`src/rtl/mips_pkg.sv`:
```
// rtl/mips_pkg.sv - opcode/funct constants and write-back source encoding
package mips_pkg;

    localparam logic [5:0] OP_RTYPE = 6'h00;
    localparam logic [5:0] OP_J     = 6'h02;
    localparam logic [5:0] OP_JAL   = 6'h03;
    localparam logic [5:0] OP_BEQ   = 6'h04;
    localparam logic [5:0] OP_ADDIU = 6'h09;
    localparam logic [5:0] OP_ORI   = 6'h0d;
    localparam logic [5:0] OP_LUI   = 6'h0f;
    localparam logic [5:0] OP_LW    = 6'h23;
    localparam logic [5:0] OP_SW    = 6'h2b;

    localparam logic [5:0] FN_JR    = 6'h08;
    localparam logic [5:0] FN_JALR  = 6'h09;

    typedef enum logic [1:0] {
        WB_NONE = 2'd0,
        WB_ALU  = 2'd1,
        WB_MEM  = 2'd2,
        WB_PC8  = 2'd3
    } wb_src_e;

endpackage

```
`src/rtl/wb_decode.sv`:
```
// rtl/wb_decode.sv - W-stage instruction class to write-back source decode
//
// Ports:
//   instr   in   32  instruction word in W (32'h0 is a bubble)
//   wb_src  out  2   write-back source (WB_NONE when nothing is written)
module wb_decode
    import mips_pkg::*;
(
    input  logic [31:0] instr,
    output wb_src_e     wb_src
);

    logic [5:0] op;
    logic [5:0] funct;

    assign op    = instr[31:26];
    assign funct = instr[5:0];

    always_comb begin
        wb_src = WB_NONE;
        // The bubble encodes as sll $0,$0,0; it must not look like an R-type write.
        if (instr != 32'h0) begin
            unique case (op)
                OP_RTYPE: begin
                    if (funct == FN_JALR)
                        wb_src = WB_PC8;
                    else if (funct != FN_JR)
                        wb_src = WB_ALU;
                end
                OP_JAL:                     wb_src = WB_PC8;
                OP_LW:                      wb_src = WB_MEM;
                OP_ORI, OP_LUI, OP_ADDIU:   wb_src = WB_ALU;
                default:                    wb_src = WB_NONE;
            endcase
        end
    end

endmodule

```
`src/rtl/w_writeback_grf.sv`:
```
// rtl/w_writeback_grf.sv - write-back select, 31x32 register file with bypass, instret
//
// Ports:
//   clk, reset (async active-low)
//   W_PC, W_inStr, W_PC8, W_writeReg_NUM, W_dataOUT, W_aluResult : W-stage bundle
//   D_rs_NUM, D_rt_NUM / D_rs_data, D_rt_data : D-stage read ports, write-through bypass
//   W_we, W_wdata : committed write this cycle (forwarding source)
//   trace_valid, trace_pc, trace_reg, trace_data : per-write debug trace
//   instret : retired-instruction counter
module w_writeback_grf
    import mips_pkg::*;
#(
    parameter logic [31:0] RESET_PC = 32'h0000_3000
) (
    input  logic        clk,
    input  logic        reset,
    input  logic [31:0] W_PC,
    input  logic [31:0] W_inStr,
    input  logic [31:0] W_PC8,
    input  logic [4:0]  W_writeReg_NUM,
    input  logic [31:0] W_dataOUT,
    input  logic [31:0] W_aluResult,
    input  logic [4:0]  D_rs_NUM,
    input  logic [4:0]  D_rt_NUM,
    output logic [31:0] D_rs_data,
    output logic [31:0] D_rt_data,
    output logic        W_we,
    output logic [31:0] W_wdata,
    output logic        trace_valid,
    output logic [31:0] trace_pc,
    output logic [4:0]  trace_reg,
    output logic [31:0] trace_data,
    output logic [31:0] instret
);

    wb_src_e     wb_src;
    logic [31:0] grf_q [1:31];
    logic [31:0] grf_d [1:31];
    logic [31:0] grf_view [0:31];
    logic [31:0] instret_q;
    logic [31:0] instret_d;

    wb_decode u_wb_decode (
        .instr  (W_inStr),
        .wb_src (wb_src)
    );

    always_comb begin
        W_wdata = 32'h0;
        unique case (wb_src)
            WB_ALU:  W_wdata = W_aluResult;
            WB_MEM:  W_wdata = W_dataOUT;
            WB_PC8:  W_wdata = W_PC8;
            default: W_wdata = 32'h0;
        endcase
    end

    // $0 destinations (e.g. jal/jalr into $0) are dropped here, so nothing downstream sees them.
    assign W_we = (wb_src != WB_NONE) && (W_writeReg_NUM != 5'd0);

    always_comb begin
        for (int i = 1; i < 32; i++) begin
            grf_d[i] = (W_we && (W_writeReg_NUM == 5'(i))) ? W_wdata : grf_q[i];
        end
    end

    always_ff @(posedge clk or negedge reset) begin
        if (!reset) begin
            for (int i = 1; i < 32; i++) grf_q[i] <= 32'h0;
        end else begin
            for (int i = 1; i < 32; i++) grf_q[i] <= grf_d[i];
        end
    end

    always_comb begin
        grf_view[0] = 32'h0;
        for (int i = 1; i < 32; i++) grf_view[i] = grf_q[i];
    end

    // Reset gates the bypass too, so reads are zero while reset is held
    // even if the W bundle still carries a write.
    always_comb begin
        D_rs_data = 32'h0;
        if (reset && (D_rs_NUM != 5'd0)) begin
            if (W_we && (D_rs_NUM == W_writeReg_NUM))
                D_rs_data = W_wdata;
            else
                D_rs_data = grf_view[D_rs_NUM];
        end
    end

    always_comb begin
        D_rt_data = 32'h0;
        if (reset && (D_rt_NUM != 5'd0)) begin
            if (W_we && (D_rt_NUM == W_writeReg_NUM))
                D_rt_data = W_wdata;
            else
                D_rt_data = grf_view[D_rt_NUM];
        end
    end

    always_comb begin
        instret_d = instret_q;
        if ((W_inStr != 32'h0) && (W_PC != RESET_PC))
            instret_d = instret_q + 32'd1;
    end

    always_ff @(posedge clk or negedge reset) begin
        if (!reset) instret_q <= 32'h0;
        else        instret_q <= instret_d;
    end

    assign instret     = instret_q;
    assign trace_valid = W_we;
    assign trace_pc    = W_PC;
    assign trace_reg   = W_writeReg_NUM;
    assign trace_data  = W_wdata;

endmodule

```
`config.mk`:
```
export PLATFORM = sky130hd
export DESIGN_NAME = w_writeback_grf
export DESIGN_NICKNAME = d
export VERILOG_FILES = /design/src/rtl/mips_pkg.sv /design/src/rtl/wb_decode.sv /design/src/rtl/w_writeback_grf.sv
export SDC_FILE = /design/constraint.sdc
export NUM_CORES = 2
export LEC_CHECK = 0
export CAP_MARGIN = 10
export CORE_MARGIN = 1.5
export CORE_UTILIZATION = 44
export CTS_BUF_LIST = sky130_fd_sc_hd__clkbuf_8
export CTS_CLUSTER_DIAMETER = 30
export CTS_CLUSTER_SIZE = 30
export DETAILED_ROUTE_END_ITERATION = 12
export GPL_TIMING_DRIVEN = 1
export SYNTH_ARGS = -nofsm -noshare
export SYNTH_HDL_FRONTEND = slang
export SYNTH_SLANG_ARGS = --single-unit
```
`constraint.sdc`:
```
create_clock -name clk -period 6.3 [get_ports clk]
set_clock_uncertainty 0.15 [all_clocks]
set_input_delay 0.63 -clock clk [delete_from_list [all_inputs] [get_ports clk]]
set_output_delay 0.63 -clock clk [all_outputs]
set_load 0.01 [all_outputs]
```
==> qor.yml <==
setup_path:
  worstSetupPathType: "in2out"
  r2r_cells: 6
  critPathSlowestCell: "or3_2"
  critical_path.top_delay_family: "simple AND/OR/NAND/NOR gates"
  crit_required_ns: 5.52
  crit_fanout: 20
  r2r-start: "instret[9]"
  rrSetupSlack_ns: 4.16
  path_buf_inv: 4
  worstSetupEndpointType: "output port"
  cpPeakStageDelay_ns: 1.03
  startpoint_type: "primary input"
  crit_chain: "clkdlybuf4s50_1 > nor4_1 > buf_4 > nand3_1 > or3_4 > a21boi_4 > or3_2 > buf_4 > o22ai_1 > clkdlybuf4s50_1"
  cp.arrival_ns: 4.72
  timing.rr.end: "instret[31]"
logic_synthesis:
  syn_nets: 4444
  synth-seq-area-share_pct: 44.6
  syn_area_per_cell_sq_um: 13.5
  syn_inst: 4266
  synth_area_leaders: "dfrtp_1, mux2_2, mux4_2, mux2i_1, a22oi_1"
  synth_ff_type: "dfrtp_1"
  syn_area_sq_um: 57400
  synth_largest_area_cell: "dfrtp_1"
  ys_ff_latch: 1024
  synth_cell_types: 66
  synth_warnings: 0
  synthArstFlopShare_pct: 100
  yosysTopAreaCellShare_pct: 44.6
  synth_edf_count: 0
pwr:
  pwr_density_cell_nw_per_um2: 250
  seqPwrFrac_pct: 39.3
  p_int_mw: 12.6
  p_sw_share_pct: 26.4
  combPwrFrac_pct: 9.6
  power_mw: 17.2
  p_leak_nw: 32.1
  vdd.ir_drop.worst_mv: 0.178
  switching_power_mw: 4.52
  clockPowerShare_pct: 51.1
final_layout:
  layout_commonest_cell: "dfrtp_1"
  regArea_sq_um: 25600
  area_growth_pct: 19.3
  drive_gt1_share_pct: 41.2
  postLayoutCellArea_sq_um: 68500
  multi_input_area_sq_um: 29400
  fill_cells: 11100
  layout_common_cells: "dfrtp_1, mux2_2, mux2i_1"
  stdcell_count: 6505
  fin_util_pct: 52.9
  fin_nets: 4733
die:
  fp.dieW_microns: 364
  die_h_microns: 364
  core_sq_um: 129000
  initial_core_util_pct: 44.3
  die_area_sq_um: 133000
  num_rows: 132
  num_io_pins: 376
clock_network:
  cts_buffers: 237
  clock_latency_ns: 0.95
  clk_pin_slew_ns: 0.06
  cts-resized-gates: 0
  cts_max_path_buffers: 3
  htreeDepth: 4
  cts_tree: "built"
  cts_sinks: 1024
  cts_root_buf: "clkbuf_8"
timing:
  hold_viol_final: 0
  slew_headroom_pct: 15.3
  max_freq_mhz: 182
  setup_viol: 0
  fin_crit_sh_pct: 87.4
  tns_ns: 0
  worst_pin_slew_ns: 1.27
  layout_min_cycle_time_ns: 5.50
  finalMaxSlewViolations: 0
  rsz0062_at_grt: "no"
status:
  status: "finished clean"
global_routing:
  grt_pass1_wl_mm: 308
  grt-ovfl-total: 0
  gr-usage-all-layers_pct: 32.3
  grt_max_degree: 150
  grt_antenna_before_repair: 9
  grt_pass1_vias: 42300
detailed_routing:
  viasPerCell: 6.43
  ant_nets: 0
  totalWireLength_mm: 215
  drtIter0Drc: 4829
  dr_total_vias: 41800
  drc_errors: 0
  wl_per_cell_microns: 33.0
  drtPass1Iterations: 8
hold_path:
  whs_endpoint: "instret[31]"
  min_from: "instret[31]"
  whs_path_depth: 1
  hold_class: "reg2reg"
flow_run:
  maxCapViolations: 0
placed_design:
  placed_cell_area_sq_um: 62900
  place_hpwl_mm: 130
  dp.cells: 6055
  port_buffers: 375
  gp_congestion: 0.856
## registers in the layout, summed over array words and instances (netlist names)
register  cells
instret      32
grf_q       992
## power by group through the flow
stage               logic (mW)  registers [mW]  clock network [mW]
floorplan                0.833            6.83                   0
global placement          1.61            6.85                   0
detailed placement        1.62            6.85                   0
CTS                       1.62            6.74                8.87
global route              1.71            6.75                9.22
finish                    1.64            6.74                8.77
## worst register-to-register path, cell delays in order (launching register included)
cell     delay, ns
dfrtp_1       0.45
and4_1        0.30
nand4_1       0.12
nor4_1        0.47
and3_1        0.27
nand4_1       0.13
xnor2_1       0.15
## cells by family after synthesis
| logic type | Yosys count | synth area share, % |
|---|---|---|
| xor gates and xnor gates | 42 | 0.641 |
| and+or+nand+nor | 332 | 3.27 |
| buffers and inverters | 550 | 4.61 |
| adders and majority gates | 1 | 0.0218 |
| muxes | 1803 | 40.2 |
| DFF | 1024 | 44.6 |
| AOI/OAI and AO/OA | 514 | 6.63 |
## worst max path at each step
stage                      startpoint            end  slack, ns  depth (start not counted)
after floorplan            W_inStr[5]  D_rs_data[16]       2.80                         10
after global placement    W_inStr[26]  D_rt_data[14]       0.91                          9
after detailed placement  W_inStr[27]  D_rt_data[14]       0.90                          9
after CTS                 W_inStr[26]  D_rt_data[14]       0.88                          9
after global routing      W_inStr[26]   D_rs_data[4]       0.72                          9
final                      W_inStr[5]  D_rt_data[14]       0.80                         10
## layer usage
metal | track usage, % | part of all wire, % | up-vias
li1 | - | - | 17000
met5 | 0 | 0.0061 | -
met4 | 12.6 | 3.9 | 2
met3 | 8.14 | 10 | 461
met1 | 45.4 | 42 | 22100
met2 | 47.9 | 44 | 2254
## synthesized netlist by cell type (22+ instances only)
cell       instances
a211oi_1          50
a221oi_1          25
a22oi_1          157
buf_1             45
buf_2            153
buf_4             73
clkbuf_1         228
dfrtp_1         1024
inv_1             36
mux2_1            26
mux2_2           944
mux2_4            67
mux2i_1          489
mux4_2           277
nand2_1           94
nand3_1           22
nand4_1           56
nor2_1            34
o21ai_0           22
o22a_1            33
o22ai_1          111
o2bb2ai_1         31
xnor2_1           33
## per-stage QoR
stage                     hold slack [ns]  worst slack [ns]
after floorplan                     0.184              2.80
after global placement              0.313             0.905
after detailed placement            0.316             0.896
after CTS                           0.328             0.883
after global routing                0.351             0.722
final                               0.328             0.797
## timing repair
| item | CTS | global route |
|---|---|---|
| hold endpoints to repair | 128 | 0 |
| buffers inserted | 0 | 0 |
| hold buffers | 3 | 0 |
## cell type report
class | instances | share of cell area, %
multi-input combinational | 2692 | 42.9
sequential | 1024 | 37.4
timing repair buffer | 564 | 8.16
clock buffer | 283 | 5.69
tap | 1742 | 3.18
clock inverter | 162 | 2.42
inverter | 36 | 0.197
antenna | 2 | 0.00731
No activity file was read; power rests on OpenSTA's default activity.
